**config.mk**
```make
export PLATFORM = sky130hd
export DESIGN_NAME = mix_gain_sequencer
export DESIGN_NICKNAME = d
export VERILOG_FILES = /design/src/rtl/mix_gain_sequencer.sv
export SDC_FILE = /design/constraint.sdc
export NUM_CORES = 1
export LEC_CHECK = 0
export BUFFER_PORTS_ARGS = -buffer_cell sky130_fd_sc_hd__buf_2
export CORE_ASPECT_RATIO = 1.25
export CORE_MARGIN = 2
export CORE_UTILIZATION = 60
export DETAILED_ROUTE_END_ITERATION = 8
export MAX_ROUTING_LAYER = met4
export PLACE_DENSITY_LB_ADDON = 0.1
export SYNTH_ARGS = -nofsm -noshare
export SYNTH_HDL_FRONTEND = slang
export SYNTH_SLANG_ARGS = --single-unit
export TNS_END_PERCENT = 5
```
**constraint.sdc**
```tcl
create_clock -name clk -period 8.8 [get_ports clk]
set_clock_uncertainty 0.15 [all_clocks]
set_input_delay 1.76 -clock clk [delete_from_list [all_inputs] [get_ports clk]]
set_output_delay 1.76 -clock clk [all_outputs]
set_load 0.02 [all_outputs]
```
**src/rtl/mix_gain_sequencer.sv**
```systemverilog
// Mix gain sequencer: ramps the reverb wet/dry gains toward host targets by at most STEP per
// frame and programs them, plus the mixer soft-reset opcodes, through an APB master port.
module mix_gain_sequencer #(
    parameter int unsigned             DATA_WIDTH = 24,
    parameter logic [DATA_WIDTH-1:0]   STEP       = 24'h000800,
    parameter logic [DATA_WIDTH-1:0]   INIT_WET   = 24'h000000,
    parameter logic [DATA_WIDTH-1:0]   INIT_DRY   = 24'h7FFFFF,
    parameter logic [31:0]             APB_ADDR   = 32'h0
) (
    input  logic                  clk,
    input  logic                  rst,
    input  logic                  cfg_valid,
    input  logic [DATA_WIDTH-1:0] cfg_wet,
    input  logic [DATA_WIDTH-1:0] cfg_dry,
    output logic                  cfg_ready,
    input  logic                  frame_tick,
    input  logic                  soft_rst_req,
    output logic [31:0]           m_apb_paddr,
    output logic                  m_apb_psel,
    output logic                  m_apb_penable,
    output logic                  m_apb_pwrite,
    output logic [31:0]           m_apb_pwdata,
    input  logic                  m_apb_pready,
    input  logic                  m_apb_pslverr,
    output logic [DATA_WIDTH-1:0] cur_wet,
    output logic [DATA_WIDTH-1:0] cur_dry,
    output logic                  busy,
    output logic                  err
);

    typedef enum logic [2:0] {S_INIT, S_IDLE, S_CALC, S_SETUP, S_ACCESS, S_NEXT, S_SRST} state_t;

    typedef struct packed {
        logic [2:0]            op;
        logic [DATA_WIDTH-1:0] gain;
    } item_t;

    localparam logic [2:0] OP_WET     = 3'b001;
    localparam logic [2:0] OP_DRY     = 3'b010;
    localparam logic [2:0] OP_RST_SET = 3'b111;
    localparam logic [2:0] OP_RST_CLR = 3'b110;

    localparam logic [DATA_WIDTH-1:0]        GAIN_MAX = {1'b0, {(DATA_WIDTH-1){1'b1}}};
    localparam logic signed [DATA_WIDTH:0]   STEP_S   = $signed({1'b0, STEP});

    state_t                state;
    logic [DATA_WIDTH-1:0] tgt_wet, tgt_dry;
    logic                  tick_pending, srst_pending;
    logic [2:0]            idx, len;
    item_t                 list      [4];
    item_t                 load_list [4];
    logic [2:0]            load_len;
    logic [DATA_WIDTH-1:0] nxt_wet, nxt_dry;

    function automatic logic [DATA_WIDTH-1:0] clamp(input logic [DATA_WIDTH-1:0] v);
        return v[DATA_WIDTH-1] ? GAIN_MAX : v;
    endfunction

    // One frame of ramp: land on the target when within STEP, else move a full STEP toward it.
    function automatic logic [DATA_WIDTH-1:0] ramp(input logic [DATA_WIDTH-1:0] cur,
                                                   input logic [DATA_WIDTH-1:0] tgt);
        logic signed [DATA_WIDTH:0] diff;
        diff = $signed({1'b0, tgt}) - $signed({1'b0, cur});
        if (diff > STEP_S)       return cur + STEP;
        else if (diff < -STEP_S) return cur - STEP;
        else                     return tgt;
    endfunction

    function automatic logic [31:0] pack(input item_t it);
        return {{(29-DATA_WIDTH){1'b0}}, it.gain, it.op};
    endfunction

    assign m_apb_paddr = APB_ADDR;

    // NOTE: every variable gets a default before the case so no path leaves it unassigned (no latch).
    always_comb begin
        load_list = '{default: '0};
        load_len  = 3'd0;
        nxt_wet   = ramp(cur_wet, tgt_wet);
        nxt_dry   = ramp(cur_dry, tgt_dry);
        case (state)
            S_INIT: begin
                load_list[0] = '{op: OP_WET, gain: INIT_WET};
                load_list[1] = '{op: OP_DRY, gain: INIT_DRY};
                load_len     = 3'd2;
            end
            S_SRST: begin
                load_list[0] = '{op: OP_RST_SET, gain: '0};
                load_list[1] = '{op: OP_RST_CLR, gain: '0};
                load_list[2] = '{op: OP_WET, gain: cur_wet};
                load_list[3] = '{op: OP_DRY, gain: cur_dry};
                load_len     = 3'd4;
            end
            S_CALC: begin
                if (nxt_wet != cur_wet) begin
                    load_list[0] = '{op: OP_WET, gain: nxt_wet};
                    load_list[1] = '{op: OP_DRY, gain: nxt_dry};
                    load_len     = (nxt_dry != cur_dry) ? 3'd2 : 3'd1;
                end else if (nxt_dry != cur_dry) begin
                    load_list[0] = '{op: OP_DRY, gain: nxt_dry};
                    load_len     = 3'd1;
                end
            end
            default: ;
        endcase
    end

    // NOTE: the write list is pure datapath, always reloaded before it is read, so it carries no reset.
    always_ff @(posedge clk) begin
        if (state == S_INIT || state == S_SRST || state == S_CALC) list <= load_list;
    end

    // NOTE: sequential state uses non-blocking assignments so every register sees pre-edge values.
    always_ff @(posedge clk or posedge rst) begin
        if (rst) begin
            state         <= S_INIT;
            m_apb_psel    <= 1'b0;
            m_apb_penable <= 1'b0;
            m_apb_pwrite  <= 1'b0;
            m_apb_pwdata  <= '0;
            cur_wet       <= INIT_WET;
            cur_dry       <= INIT_DRY;
            tgt_wet       <= INIT_WET;
            tgt_dry       <= INIT_DRY;
            busy          <= 1'b1;
            cfg_ready     <= 1'b0;
            err           <= 1'b0;
            tick_pending  <= 1'b0;
            srst_pending  <= 1'b0;
            idx           <= 3'd0;
            len           <= 3'd0;
        end else begin
            if (cfg_valid && cfg_ready) begin
                tgt_wet <= clamp(cfg_wet);
                tgt_dry <= clamp(cfg_dry);
            end
            // Requests arriving mid-sequence are parked; a second parked tick is an overrun.
            if (state != S_IDLE) begin
                if (frame_tick) begin
                    if (tick_pending) err <= 1'b1;
                    tick_pending <= 1'b1;
                end
                if (soft_rst_req) srst_pending <= 1'b1;
            end
            case (state)
                S_IDLE: begin
                    if (soft_rst_req || srst_pending) begin
                        state     <= S_SRST;
                        busy      <= 1'b1;
                        cfg_ready <= 1'b0;
                        if (frame_tick) begin
                            if (tick_pending) err <= 1'b1;
                            tick_pending <= 1'b1;
                        end
                    end else if (frame_tick || tick_pending) begin
                        state        <= S_CALC;
                        busy         <= 1'b1;
                        tick_pending <= frame_tick && tick_pending;
                    end
                end
                S_INIT, S_SRST, S_CALC: begin
                    idx <= 3'd0;
                    len <= load_len;
                    if (state == S_SRST) srst_pending <= soft_rst_req;
                    if (load_len == 3'd0) begin
                        state <= S_IDLE;
                        busy  <= 1'b0;
                    end else begin
                        state        <= S_SETUP;
                        m_apb_psel   <= 1'b1;
                        m_apb_pwrite <= 1'b1;
                        m_apb_pwdata <= pack(load_list[0]);
                    end
                end
                S_SETUP: begin
                    m_apb_penable <= 1'b1;
                    state         <= S_ACCESS;
                end
                S_ACCESS: begin
                    if (m_apb_pready) begin
                        m_apb_psel    <= 1'b0;
                        m_apb_penable <= 1'b0;
                        m_apb_pwrite  <= 1'b0;
                        if (m_apb_pslverr) err <= 1'b1;
                        case (list[idx[1:0]].op)
                            OP_WET:  cur_wet <= list[idx[1:0]].gain;
                            OP_DRY:  cur_dry <= list[idx[1:0]].gain;
                            default: ;
                        endcase
                        idx   <= idx + 3'd1;
                        state <= S_NEXT;
                    end
                end
                S_NEXT: begin
                    if (idx < len) begin
                        state        <= S_SETUP;
                        m_apb_psel   <= 1'b1;
                        m_apb_pwrite <= 1'b1;
                        m_apb_pwdata <= pack(list[idx[1:0]]);
                    end else begin
                        state     <= S_IDLE;
                        busy      <= 1'b0;
                        cfg_ready <= 1'b1;
                    end
                end
                default: state <= S_IDLE;
            endcase
        end
    end

endmodule
```
-- Yosys cells after proc, flatten, opt, wreduce, memory -nomap -nowiden
Index checks and enable logic that the tools add are counted.
- add/sub/neg operators: 7
- magnitude comparators: 6
- equality and inequality tests: 18
- mux-type cells: 61
- bitwise gates (word level): 1
- reduce and logical (&&, ||, !) cells: 24
- operators by type and width (kind ; number):
    54-bit case mux with 3 select lines ; 1
    24-bit two-way mux ; 4
    26-bit two-way mux ; 3
    32-bit two-way mux ; 2
    32-bit case mux with 2 select lines ; 1
    27-bit binary-select mux with 2-bit select ; 1
    27-bit two-way mux ; 2
    52-bit two-way mux ; 1
    25-bit by 13-bit greater-than comparator with 1-bit output (second input constant) ; 2
    25-bit by 12-bit < comparator with 1-bit output (second input constant) ; 2
    24-bit by 24-bit subtractor with 25-bit output ; 2
    24-bit by 12-bit adder with 24-bit output (second input constant) ; 2
    24-bit != test ; 2
    24-bit by 12-bit subtractor with 24-bit output (second input constant) ; 2
    23-bit two-way mux ; 2
    1-bit two-way mux ; 28
    3-bit case mux with 5 select lines ; 1
    3-bit two-way mux ; 4
    2-bit != test (second input constant) ; 6
    3-bit AND reduction ; 4
    3-bit by 2-bit == test with 1-bit output (second input constant) ; 3
    3-bit == test (second input constant) ; 3
    3-bit case mux with 3 select lines ; 1
    2-bit two-way mux ; 4
    18 further kinds ; 34
- register bits after elaboration: 252
- output and inout port bits: 118
- word-level logic and storage cells: 140

-- Longest topological paths before layout
Gate-level depths: netlist of the first run.
- depth in word-level cells: 11
- mapped depth: 27
- gate-level depth less buffers: 23

-- Worst setup path before layout of the first run
Ideal clock, no wire load.
- kind: register to register
- start: register cur_dry[13]
- end: register m_apb_pwdata[19]
- data arrival time: 5.586 ns
- slack: 2.982 ns
- stages on the path, launching flop included: 24
- clock period less this slack: 5.818 ns
- path through: dfstp_2 > clkbuf_1 > clkinv_1 > ha_1 > a21oi_1 > o21ai_0 > a21oi_2 > a21oi_1 > o31ai_1 > nand3_1 > nor4_2 > a21oi_1 > clkbuf_1 > a221oi_1 > nand3_1 > nor4bb_1 > nand4_1 > ha_1 > nor2_1 > a21o_1 > a21oi_1 > clkbuf_1 > nor2_1 > a31oi_1
- cells in the longest elaborated chain, start to end: 11
- elaborated cells between the ends (all ways): 20
- classes of those cells: add/sub (3); order compare (2); eq/ne (2); mux (11); reduce/logical (2)
- ends and longest elaborated chain (item ; line ; RTL):
    from (decl) ; 26 ; output logic [DATA_WIDTH-1:0] cur_dry,
    from (signal assigned) ; 187 ; OP_DRY: cur_dry <= list[idx[1:0]].gain;
    24-bit by 24-bit subtractor with 25-bit output ; 63 ; diff = $signed({1'b0, tgt}) - $signed({1'b0, cur});
    25-bit by 12-bit < comparator with 1-bit output ; 65 ; else if (diff < -STEP_S) return cur - STEP;
    24-bit two-way mux ; 65 ;
    24-bit two-way mux ; 64 ; if (diff > STEP_S) return cur + STEP;
    24-bit != test ; 98, 99 ;
    1-bit two-way mux or 2-bit two-way mux (tied branches) ; 99, 98 ;
    2-bit two-way mux ; 95 ; if (nxt_wet != cur_wet) begin
    3-bit case mux with 3 select lines ; 81 ; case (state)
    3-bit logical NOT ; 165 ; if (load_len == 3'd0) begin
    2-bit != test (no line) ; n/a ;
    3-bit AND reduction (no line) ; n/a ;
    to (signal assigned) ; 172 ; m_apb_pwdata <= pack(load_list[0]);
    to (signal assigned) ; 199 ; m_apb_pwdata <= pack(list[idx[1:0]]);
    to (decl) ; 22 ; output logic [31:0] m_apb_pwdata,
Parallel ways exist; a longest one is shown, timed or not. The select of a mux whose other input is x is not followed.
A chain may end at the register's enable or synchronous reset.

-- Worst setup path after layout of the first run
- start: register cur_dry[13]
- end: register m_apb_pwdata[14]
Same word-level chain as after synthesis.

==> results of run 1 <==
registers in the layout (all words and copies together) (netlist names), 3 cells and up:
name	cells
cur_dry	24
cur_wet	24
idx	3
len	3
list	100
m_apb_pwdata	27
state	3
tgt_dry	23
tgt_wet	23
metrics by stage:
| step | util (%) | setup WS (ps) |
|---|---|---|
| after global placement | 63.99 | 1449 |
| after floorplan | - | 2982 |
| after CTS | 66.76 | 1371 |
| after global routing | 66.76 | 941.1 |
| final | 66.76 | 1112 |
| after detailed placement | 63.99 | 1385 |
per-layer routing:
metal  share of wire, %  GRT usage (%)
met1                 36          49.19
met2                 46          64.47
met3                9.6          6.310
met4                8.4          28.77
met5                  0              -
synthesized netlist by cell type (all sizes together), types with 14 or more instances:
master	instances
dfstp	47
and2	17
edfxtp	100
or3	29
a211oi	14
nor2b	15
inv	73
o22ai	19
nor2	197
mux4	25
buf	65
o211ai	16
a21oi	165
nand2	260
dfrtp	90
a31oi	34
ha	55
xnor2	39
or2	14
nand4	28
a21o	30
and3	14
clkbuf	82
xor2	19
nor4	18
nor3	96
nand2b	18
o21ai	163
nand3	42
layout make-up:
cell class	count	area, um2	area share [%]
clock inverter	13	93.84	0.5068
timing repair buffer	159	855.8	4.622
inverter	77	295.3	1.595
sequential	237	6491	35.05
multi-input combinational	1555	9668	52.21
tap	350	437.9	2.365
clock buffer	33	675.6	3.649
cell families after synthesis:
| family | Yosys count | synth area share, % |
|---|---|---|
| AND/OR/NAND/NOR | 786 | 22.34 |
| XOR/XNOR | 58 | 3.027 |
| buffers and inverters | 224 | 6.009 |
| AO/OA/AOI/OAI | 574 | 21.78 |
| adder cells (fa/ha/maj) | 58 | 4.334 |
| multiplexers | 42 | 4.386 |
| flip-flops | 237 | 38.11 |
| other | 1 | 0.02202 |
worst max-delay path: stages, from the launching register on:
cell                       delay (ps)
sky130_fd_sc_hd__dfstp_2          700
sky130_fd_sc_hd__clkinv_1         320
sky130_fd_sc_hd__ha_1             500
sky130_fd_sc_hd__a21oi_1          410
sky130_fd_sc_hd__o21ai_0          240
sky130_fd_sc_hd__a21oi_2          320
sky130_fd_sc_hd__a21oi_1          140
sky130_fd_sc_hd__o31ai_1          530
sky130_fd_sc_hd__nand3_1          220
sky130_fd_sc_hd__or4_1            630
sky130_fd_sc_hd__o22ai_2          360
sky130_fd_sc_hd__buf_4            300
sky130_fd_sc_hd__nor2b_1          260
sky130_fd_sc_hd__nor3_1           100
sky130_fd_sc_hd__nor3_1           170
sky130_fd_sc_hd__nand4_1          320
sky130_fd_sc_hd__ha_1             440
sky130_fd_sc_hd__nor2_1            60
sky130_fd_sc_hd__a21o_1           230
sky130_fd_sc_hd__a21oi_2          580
sky130_fd_sc_hd__buf_4            340
sky130_fd_sc_hd__nand2_1           90
sky130_fd_sc_hd__o22a_1           160
path summary, 6_finish.rpt:
kind,startpoint,to,slack [ps],depth (start not counted)
min,err,err,320,2
max,cur_dry[13],m_apb_pwdata[14],1110,22
min reg2reg,err,err,320,2
max in group asynchronous,rst,tgt_wet[19],5930,3
max reg2reg,cur_dry[13],m_apb_pwdata[14],1110,22
min in group asynchronous,rst,cfg_ready,1130,2
==> metrics.log, run 1 <==
[metrics] result of the run: completed
[metrics] most common cell after layout, fill and taps aside: sky130_fd_sc_hd__nand2_1
[metrics] final worst-path cycle share: between 80% and 90%
[metrics] post-synth top area cell: sky130_fd_sc_hd__edfxtp_1
[metrics] global-route wire length before repair: just over 90000 um
[metrics] count of placed standard cells including taps: roughly 2400
[metrics] area delta synth->final: 8.728%
[metrics] clock latency reported for the late side of the worst-skew pair: 560 ps
[metrics] final layout net count: between 2000 and 2500
[metrics] CTS H-Tree Depth: 1
[metrics] Yosys warning total: 0
[metrics] register area share after synthesis: roughly two fifths
[metrics] die width: between 150 and 200 um
[metrics] CP Max Fanout: 17
[metrics] Async S/R FF share, synth: slightly below 60%
[metrics] Critical Path Start Type: flop
[metrics] Slew Limit Fails: 0
[metrics] Syn Inst Count: 1980
[metrics] number of routed nets with antenna violations: 0
[metrics] iteration-0 DRC count of the detailed router: a little under 2000
[metrics] max_cap viols: 0
[metrics] height of the chip: roughly 190 um
[metrics] full die area: just under 30000 um2
[metrics] commonest cells after routing, fill and taps aside: sky130_fd_sc_hd__nand2_1, sky130_fd_sc_hd__nor2_1, sky130_fd_sc_hd__a21oi_1, sky130_fd_sc_hd__o21ai_0, sky130_fd_sc_hd__buf_2
[metrics] startpoint-to-endpoint class of the critical path: flop to flop
[metrics] overall track demand over capacity in global routing: 41.18%
[metrics] total number of clock tree sinks: approximately 240
[metrics] number of setup violations in the final report: 0
[metrics] Period minus WS final: a little under 8000 ps
[metrics] CTS Hold Buffers Added: 0
[metrics] placed instance area: 17750 um2
[metrics] number of search-and-repair iterations in the first detailed-routing pass: 6
[metrics] Post-synth EDFFs: 100
[metrics] worst-case headroom to the max-slew limit: 38.08%
[metrics] final weighted congestion of routability-driven global placement: roughly 1.1
[metrics] total of fill cells in the finished design: around 2400
[metrics] number of register bits inferred by synthesis: approximately 240
[metrics] tightest hold margin: between 300 and 400 ps
[metrics] antenna violations before repair: 0
[metrics] clock tree from TritonCTS: yes
[metrics] clock buffer depth: 3
[metrics] Worst EP required: 9070 ps
[metrics] summed instance area of the synthesized netlist: between 15000 and 20000 um2
[metrics] Arr. time, crit path: 7960 ps
[metrics] share of layout cells above drive strength 1: 16.68%
[metrics] worst min-delay path category: flop to flop
[metrics] Yosys top cell area share: ~18%
[metrics] non-filler cells, final: 2424
[metrics] Final Cell Area: ~19000 um2
[metrics] pin count of the biggest net entering global routing: just under 80
[metrics] top area cells in the synthesized netlist: sky130_fd_sc_hd__edfxtp_1, sky130_fd_sc_hd__dfrtp_1, sky130_fd_sc_hd__dfstp_2
[metrics] type of destination of the critical path: flop
[metrics] setup repair after global routing missed its margin: false
[metrics] clock transition at the register clock pins on the worst setup and hold paths after CTS: approximately 70 ps
[metrics] clk root buf: sky130_fd_sc_hd__clkbuf_16
[metrics] Highest Clock Rate: around 0.13 GHz
[metrics] area of the core: about 28000 um2
[metrics] Top FF cell, synth: sky130_fd_sc_hd__edfxtp_1
[metrics] PortBufs: about 140
[metrics] number of vias after detailed routing: about 17000
[metrics] wirelength, routed: ~60000 um
[metrics] quantity of gates resized following cts: 0
[metrics] IO Pins: 173
[metrics] total congestion overflow after global routing: 0
[metrics] post-CTS repair timing setup buffer count: 0
[metrics] number of clock buffers inserted by TritonCTS: 25
[metrics] row count: 68
[metrics] number of global-route vias before repair: roughly 16000
[metrics] via/cell ratio: between 6 and 7
[metrics] diode count: 0
[metrics] Routed wire per std cell: ~25 um
[metrics] Initial Util: 61.40%
[metrics] final hold violations: 0
[metrics] number of remaining DRC errors: 0
[metrics] actual transition at the worst max-transition pin: between 900 and 1000 ps
[metrics] estimated wirelength of the detail-placed design: ~45000 um
[metrics] final setup TNS: 0 ps
[metrics] Netlist cell types: between 100 and 150
[metrics] average size of a mapped cell: around 8.6 um2
Power of run 1 is left out: the tool's default activity adds up to more than one toggle a clock period on the data nets, which glitch-free logic cannot reach.
==> run 2: changes to the inputs <==
Settings changed: REMOVE_ABC_BUFFERS set to 1.
==> run 2 against run 1 <==
First-iteration DRC count grew 2.6%. Global-route usage grew 2.5 points. Non-clock buffer count is the same. Cell area grew 0.64%. Highest routed layer unchanged.
==> metrics.log, run 2 (synthesis gave the netlist of run 1 again) <==
[metrics] Highest Clock Rate: 0.1366 GHz
[metrics] global-route wire length before repair: a little under 100000 um
[metrics] final worst-path cycle share: 83.19%
[metrics] pin count of the biggest net entering global routing: between 90 and 100
[metrics] final setup TNS: 0 ps
[metrics] Initial Util: roughly three fifths
[metrics] area of the core: ~28000 um2
[metrics] Routed wire per std cell: 26.01 um
[metrics] height of the chip: ~190 um
[metrics] most common cell after layout, fill and taps aside: sky130_fd_sc_hd__nand2_1
[metrics] IO Pins: between 150 and 200
[metrics] worst min-delay path category: flop to flop
[metrics] final hold violations: 0
[metrics] number of clock buffers inserted by TritonCTS: 26
[metrics] wirelength, routed: 63150 um
[metrics] Worst EP required: 9090 ps
[metrics] setup repair after global routing missed its margin: false
[metrics] result of the run: completed
[metrics] die width: approximately 150 um
[metrics] final layout net count: 2168
[metrics] total number of clock tree sinks: between 200 and 250
[metrics] clock latency reported for the late side of the worst-skew pair: 560 ps
[metrics] worst-case headroom to the max-slew limit: roughly 24%
[metrics] antenna violations before repair: 1
[metrics] clk root buf: sky130_fd_sc_hd__clkbuf_16
[metrics] number of routed nets with antenna violations: 0
[metrics] Critical Path Start Type: flop
[metrics] Period minus WS final: roughly 7300 ps
[metrics] number of setup violations in the final report: 0
[metrics] startpoint-to-endpoint class of the critical path: flop to flop
[metrics] CP Max Fanout: 23
[metrics] number of global-route vias before repair: between 15000 and 20000
[metrics] share of layout cells above drive strength 1: about 17%
[metrics] clock buffer depth: 3
[metrics] commonest cells after routing, fill and taps aside: sky130_fd_sc_hd__nand2_1, sky130_fd_sc_hd__nor2_1, sky130_fd_sc_hd__a21oi_1, sky130_fd_sc_hd__o21ai_0, sky130_fd_sc_hd__buf_2
[metrics] CTS H-Tree Depth: 1
[metrics] number of vias after detailed routing: ~17000
[metrics] PortBufs: approximately 140
[metrics] flip-flop count of the largest register, all copies and words added: 100
[metrics] post-CTS repair timing setup buffer count: 0
[metrics] Slew Limit Fails: 0
[metrics] type of destination of the critical path: flop
[metrics] actual transition at the worst max-transition pin: ~1100 ps
[metrics] max_cap viols: 0
[metrics] via/cell ratio: ~6.9
[metrics] clock transition at the register clock pins on the worst setup and hold paths after CTS: 60 ps
[metrics] number of search-and-repair iterations in the first detailed-routing pass: 6
[metrics] quantity of gates resized following cts: 0
[metrics] number of remaining DRC errors: 0
[metrics] area delta synth->final: 9.418%
[metrics] iteration-0 DRC count of the detailed router: 2001
[metrics] total congestion overflow after global routing: 0
[metrics] final weighted congestion of routability-driven global placement: between 1 and 1.5
[metrics] full die area: approximately 30000 um2
[metrics] row count: 68
[metrics] registers with the most flip-flops: list (100), m_apb_pwdata (27)
[metrics] Arr. time, crit path: roughly 7600 ps
[metrics] CTS Hold Buffers Added: 0
[metrics] overall track demand over capacity in global routing: about 44%
[metrics] most flop-heavy register: list
[metrics] estimated wirelength of the detail-placed design: between 40000 and 50000 um
[metrics] clock tree from TritonCTS: yes
[run 2: routing by layer]
metal | wire, um | global-route usage (%) | up-vias
met3 | 6069 | 7.276 | 315
met2 | 29770 | 70.31 | 1240
met4 | 5934 | 33.08 | 0
met1 | 21370 | 49.11 | 7956
met5 | 0 | - | -
li1 | - | - | 7335
[run 2: area by class of cell]
type / instances / area (um2)
Multi-Input combinational cell: 1555 / 9668
Clock inverter: 13 / 187.7
Sequential cell: 237 / 6491
Clock buffer: 35 / 694.4
Timing Repair Buffer: 159 / 855.8
Fill cell: 2219 / 9101
Tap cell: 350 / 437.9
Antenna cell: 2 / 5.005
Inverter: 77 / 295.3
[run 2: metrics by stage]
step | worst slack [ps] | hold WS [ps] | std cells | cell area [um2] | utilization, %
6_report | 1479 | 325.1 | 2428 | 18640 | 67.19
3_5_place_dp | 1750 | 313.6 | 2378 | 17750 | 63.99
3_3_place_gp | 1725 | 297.9 | 2378 | 17750 | 63.99
5_1_grt | 1250 | 340.7 | 2427 | 18630 | 67.18
4_1_cts | 1709 | 330.5 | 2426 | 18630 | 67.17
2_1_floorplan | 2417 | 317.1 | 1869 | 16430 | -
[run 2: worst paths after layout]
check	start	end	slack (ps)	cells past startpoint
max	cur_dry[13]	m_apb_pwdata[14]	1480	22
min reg2reg	err	err	330	2
min	err	err	330	2
max reg2reg	cur_dry[13]	m_apb_pwdata[14]	1480	22
min in group asynchronous	rst	tgt_wet[12]	1150	2
max in group asynchronous	rst	cur_wet[22]	5870	3
[run 2: worst max-delay path: stages (launching register included)]
cell and delay (ps):
sky130_fd_sc_hd__dfstp_2 690, sky130_fd_sc_hd__clkinv_1 300, sky130_fd_sc_hd__ha_1 500, sky130_fd_sc_hd__a21oi_1 320
sky130_fd_sc_hd__o21ai_0 180, sky130_fd_sc_hd__a21oi_2 290, sky130_fd_sc_hd__a21oi_1 170, sky130_fd_sc_hd__o31ai_1 580
sky130_fd_sc_hd__nand3_1 210, sky130_fd_sc_hd__or4_1 630, sky130_fd_sc_hd__o22ai_2 170, sky130_fd_sc_hd__buf_4 320
sky130_fd_sc_hd__nor2b_1 260, sky130_fd_sc_hd__nor3_1 100, sky130_fd_sc_hd__nor3_1 270, sky130_fd_sc_hd__nand4_1 290
sky130_fd_sc_hd__ha_1 390, sky130_fd_sc_hd__nor2_1 60, sky130_fd_sc_hd__a21o_1 230, sky130_fd_sc_hd__a21oi_2 450
sky130_fd_sc_hd__buf_4 360, sky130_fd_sc_hd__nand2_1 90, sky130_fd_sc_hd__o22a_1 180
Power of run 2 is left out for the same reason.
